### src/rtl/mult_pkg.sv
// mult_pkg: shared FSM state type and operand-extension helper for the shift-add multiplier.
package mult_pkg;

    typedef enum logic [1:0] {IDLE, ADD, SHIFT, DONE} mult_state_t;

    // Extension bit for a WIDTH+1 adder operand: replicate the MSB only when signed.
    function automatic logic ext(input logic val, input logic signed_mode);
        return val & signed_mode;
    endfunction

endpackage

### src/rtl/add_sub_unit.sv
// add_sub_unit: WIDTH+1-bit adder/subtractor producing the next {X,A} from A and M.
module add_sub_unit
    import mult_pkg::*;
#(
    parameter int WIDTH = 8
) (
    input  logic [WIDTH-1:0] a,
    input  logic [WIDTH-1:0] m,
    input  logic             sub,
    input  logic             signed_mode,
    output logic [WIDTH:0]   sum
);

    logic [WIDTH:0] ea;
    logic [WIDTH:0] em;

    assign ea  = {ext(a[WIDTH-1], signed_mode), a};
    assign em  = {ext(m[WIDTH-1], signed_mode), m};
    // Subtraction is A + ~M + 1; the carry beyond X falls off the WIDTH+1 result.
    assign sum = ea + (sub ? ~em : em) + (WIDTH + 1)'(sub);

endmodule

### src/rtl/seq_mult_ctrl.sv
// seq_mult_ctrl: sequential shift-add multiplier with control FSM, step counter and A/B/X/M datapath.
module seq_mult_ctrl
    import mult_pkg::*;
#(
    parameter int WIDTH = 8
) (
    input  logic             Clk,
    input  logic             Reset,
    input  logic             Run,
    input  logic             ClearA_LoadB,
    input  logic             Signed_Mode,
    input  logic [WIDTH-1:0] S,
    output logic [WIDTH-1:0] Aval,
    output logic [WIDTH-1:0] Bval,
    output logic             Xval,
    output logic             Busy,
    output logic             Done
);

    localparam int CW = $clog2(WIDTH);

    mult_state_t      state;
    mult_state_t      state_n;
    logic [WIDTH-1:0] a;
    logic [WIDTH-1:0] b;
    logic [WIDTH-1:0] m;
    logic             x;
    logic             mode;
    logic [CW-1:0]    cnt;
    logic [WIDTH:0]   sum;
    logic             last;

    assign last = cnt == CW'(WIDTH - 1);
    assign Aval = a;
    assign Bval = b;
    assign Xval = x;

    // The final step of a signed multiply subtracts: the multiplier MSB carries weight -2^(WIDTH-1).
    add_sub_unit #(.WIDTH(WIDTH)) u_add_sub (
        .a           (a),
        .m           (m),
        .sub         (mode & last),
        .signed_mode (mode),
        .sum         (sum)
    );

    always_comb begin
        state_n = (state == IDLE)  ? ((Run && !ClearA_LoadB) ? ADD : IDLE) :
                  (state == ADD)   ? SHIFT :
                  (state == SHIFT) ? (last ? DONE : ADD) :
                                     (Run ? DONE : IDLE);
    end

    always_ff @(posedge Clk or posedge Reset) begin
        if (Reset) begin
            state <= IDLE;
            a     <= '0;
            b     <= '0;
            m     <= '0;
            x     <= 1'b0;
            mode  <= 1'b0;
            cnt   <= '0;
            Busy  <= 1'b0;
            Done  <= 1'b0;
        end else begin
            state <= state_n;
            Busy  <= (state == ADD) || (state == SHIFT);
            Done  <= state == DONE;
            case (state)
                IDLE: begin
                    if (ClearA_LoadB) begin
                        a <= '0;
                        x <= 1'b0;
                        b <= S;
                    end else if (Run) begin
                        a    <= '0;
                        x    <= 1'b0;
                        m    <= S;
                        mode <= Signed_Mode;
                        cnt  <= '0;
                    end
                end
                ADD: begin
                    if (b[0]) {x, a} <= sum;
                end
                SHIFT: begin
                    {x, a, b} <= {mode & x, x, a, b[WIDTH-1:1]};
                    cnt       <= last ? cnt : cnt + 1'b1;
                end
                default: ;
            endcase
        end
    end

endmodule

### config.mk
export PLATFORM = sky130hd
export DESIGN_NAME = seq_mult_ctrl
export DESIGN_NICKNAME = d
export VERILOG_FILES = /design/src/rtl/mult_pkg.sv /design/src/rtl/add_sub_unit.sv /design/src/rtl/seq_mult_ctrl.sv
export SDC_FILE = /design/constraint.sdc
export NUM_CORES = 1
export LEC_CHECK = 0
export CAP_MARGIN = 15
export CORE_ASPECT_RATIO = 0.7
export CORE_MARGIN = 3
export CORE_UTILIZATION = 48
export DETAILED_ROUTE_END_ITERATION = 10
export PLACE_DENSITY = 0.81
export SETUP_SLACK_MARGIN = 0.2
export SLEW_MARGIN = 25
export SYNTH_ARGS = -nofsm -noshare
export SYNTH_HDL_FRONTEND = slang
export SYNTH_SLANG_ARGS = --single-unit
### constraint.sdc
create_clock -name Clk -period 2.56 [get_ports Clk]
set_input_delay 0.64 -clock Clk [delete_from_list [all_inputs] [get_ports Clk]]
set_output_delay 0.64 -clock Clk [all_outputs]
set_load 0.03 [all_outputs]
==> impl_metrics.py <==
metrics = {
    "global_route": {
        "grt_pass1_vias": 1642,
        "grt_pass1_wl_um": 7960,
        "grt_max_degree": 34,
        "grt_remaining_overflow": 0,
        "antenna_found_initial": 0,
        "grtUsageTotal": 0.219,
    },
    "floorplan": {
        "dieArea_mm2": 0.00491,
        "core_area_mm2": 0.00372,
        "initial_core_util": 0.529,
        "dieHeight_um": 59.5,
        "ios": 32,
        "fp-row-count": 18,
        "die_w_um": 82.5,
    },
    "synthesis": {
        "ys_warn_count": 0,
        "yosys.area.top_type_share": 0.420,
        "synth_edf_count": 0,
        "synth.most_common_cell": "dfrtp_1",
        "yosysTopAreaCell": "dfrtp_1",
        "syn_nets": 221,
        "yosysSeqAreaShare": 0.420,
        "avgSynthCellArea_um2": 10.2,
        "synthTopCellsByCount": "33 x dfrtp_1, 19 x nand2_1, 16 x o22ai_1",
        "synth.cell_area_mm2": 0.00196,
        "synth_cell_types": 38,
        "synth.area.top_cells": "dfrtp_1 42%, ha_1 8.9%, xnor2_1 5.4%",
        "synthFlopType": "dfrtp_1",
        "synth_async_sr_flop_share": 1.00,
        "synth-seq-cells": 33,
        "synth_cells": 193,
    },
    "final_layout": {
        "area_delta_synth_final_pct": 29.1,
        "layout.nets": 266,
        "diodes": 0,
        "drive_above_1_share": 0.172,
        "instances_no_fill": 289,
    },
    "placed_design": {
        "dp_hpwl_um": 3450,
        "dp_cells": 275,
        "gp_congestion": 0.904,
        "port_buffers": 31,
        "dpl_worst_slack_ns": 0.0815,
    },
    "power": {
        "switching_share": 0.459,
        "power_frac_seq": 0.274,
        "ir_drop_v": 0.000799,
        "p_int_mw": 2.02,
        "p_clk_frac": 0.117,
        "p_sw_mw": 1.71,
        "p_per_area_mw_per_mm2": 1470,
        "combPwrFrac": 0.609,
        "leakage_nw": 1.09,
    },
    "cts": {
        "cts_tree": "done",
        "clockBufferDepth": 2,
        "clock-sinks": 33,
        "cts_htree_levels": 2,
        "numCtsBuffers": 5,
        "path_clk_slew_ns": 0.07,
        "worstSkewPairLatency_ns": 0.29,
        "cts_root_buffer": "clkbuf_8",
    },
    "critical_path": {
        "r2r_end": "Aval[6]",
        "required_ns": 2.73,
        "reg2reg_from": "cnt[0]",
        "path_class": "flop to flop",
        "cp_top_family": "compound AO/OA/AOI/OAI gates",
        "cpPeakStageDelay_ns": 0.39,
        "path_max_fanout": 3,
        "cp.arrival_ns": 2.61,
        "critical-path-slowest-cell": "dfrtp_1",
        "cp_cell_sequence": "ha_2, ha_4, and3b_4, a21o_1, fa_2, a211oi_2, o21bai_1, a21oi_2, xor2_1, o22ai_1",
        "cp.buffers_inverters": 0,
        "start_kind": "flop",
        "path_depth": 10,
        "r2r_slack_ns": 0.13,
        "cp-end-kind": "flop",
        "r2r_cells": 10,
        "startpoint": "cnt[0]",
    },
    "timing": {
        "finalCritPeriodShare": 0.950,
        "grt_setup_unrepaired": "yes",
        "finalMaxSlewViolations": 0,
        "finalHoldViolations": 0,
        "finalSetupViolCount": 0,
        "worst-slew-pin-transition_ns": 0.518,
        "slew_headroom": 0.654,
        "tns_ns": 0,
        "fmax_ghz": 0.411,
        "fin_ws_ns": 0.128,
        "layout_min_cycle_time_ns": 2.43,
        "skew_ns": 0.00649,
        "worst_hold_slack_ns": 0.539,
    },
    "route": {
        "vias_per_cell": 5.86,
        "vias": 1694,
        "final_antenna_net_count": 0,
        "wl_per_cell_um": 16.2,
        "wl_um": 4690,
        "first_iter_violations": 141,
        "drc_errors": 0,
        "firstDrtPassIters": 4,
    },
    "job": {
        "max_cap_violations": 0,
    },
    "run_status": {
        "status": "finished, final reports clean",
    },
    "min_path": {
        "hold_depth": 1,
        "hp-class": "flop to flop",
        "hold_start": "m[5]",
        "hold_end": "m[5]",
    },
}
cell families (layout without fill, tap and decap cells):
kind of cell | after synthesis | in the layout | share of synthesized area
mux | 10 | 10 | 0.0567
xor+xnor | 16 | 16 | 0.0713
flops | 33 | 33 | 0.420
simple gates | 41 | 41 | 0.0930
fa+ha+maj | 15 | 15 | 0.0994
buf+inv | 13 | 59 | 0.0318
compound gates | 65 | 65 | 0.227
per-stage QoR:
step                      power, mW  utilization  instance area [um^2]
final                          3.73        0.682                  2540
after global routing           4.00        0.682                  2540
after CTS                      3.68        0.678                  2520
after detailed placement       3.18        0.638                  2370
after global placement         3.14        0.638                  2370
after floorplan                2.53            -                  1980
routing by layer:
metal | share of wire | vias to the layer above | global-route usage | wire (um)
met5 | 0 | - | 0 | 0
met4 | 0.014 | 0 | 0.0758 | 68
met3 | 0.076 | 10 | 0.0471 | 359
met2 | 0.44 | 74 | 0.315 | 2060
met1 | 0.47 | 810 | 0.324 | 2200
li1 | - | 800 | - | -
power by group through the flow:
stage | Clock (mW) | Combinational, mW | Sequential [mW]
2_1_floorplan | 0 | 1.31 | 1.22
6_report | 0.436 | 2.27 | 1.02
4_1_cts | 0.444 | 2.22 | 1.02
5_1_grt | 0.463 | 2.47 | 1.07
3_5_place_dp | 0 | 2.15 | 1.03
3_3_place_gp | 0 | 2.12 | 1.03
worst max path at each step:
stage	end
after floorplan	Aval[6]
after global routing	Aval[6]
after detailed placement	Aval[6]
after CTS	Aval[6]
after global placement	Xval
final	Aval[6]
area by class of cell:
class / instances / area (um^2)
inverters: 6 / 22.5
flip-flops and latches: 33 / 826
repair buffers: 45 / 415
clock inverters: 1 / 5.00
clock buffers: 7 / 96.3
well taps: 50 / 62.6
fillers: 277 / 1180
multi-input cells: 147 / 1110
sequential cells by signal (all words and copies together) (netlist names):
name	count
cnt	3
mode	1
Done	1
Bval	8
Xval	1
m	8
Busy	1
Aval	8
state	2
worst reg2reg max path: stages, from the launching register on:
cell and delay (ns):
dfrtp_1 0.39, ha_2 0.20, ha_4 0.16, and3b_4 0.18, a21o_1 0.17, fa_2 0.37
a211oi_2 0.29, o21bai_1 0.11, a21oi_2 0.16, xor2_1 0.17, o22ai_1 0.11
placed cells by master (no fill, tap or decap), types with 2 or more instances in the layout:
| master | instances |
|---|---|
| ha_1 | 12 |
| o22ai_1 | 16 |
| inv_1 | 6 |
| nand3b_1 | 2 |
| mux2_2 | 9 |
| clkdlybuf4s50_1 | 31 |
| a21oi_1 | 10 |
| o21ai_0 | 8 |
| dfrtp_1 | 33 |
| nand3_1 | 4 |
| buf_4 | 14 |
| clkbuf_8 | 7 |
| a22o_1 | 3 |
| o211ai_1 | 3 |
| nand2_1 | 18 |
| o21a_1 | 5 |
| o21ai_1 | 2 |
| a32o_1 | 2 |
| nor2_1 | 12 |
| a21o_1 | 2 |
| xnor2_1 | 12 |
| a31oi_1 | 3 |
| a21oi_2 | 2 |
| xor2_1 | 4 |
timing repair:
action,CTS,global route
cloned,0,0
pin swaps,7,6
gates resized for setup,1,2
hold buffers,0,0
setup buffers,5,1
endpoints found under the setup margin,4,6
No activity file was read; power rests on OpenSTA's default activity.
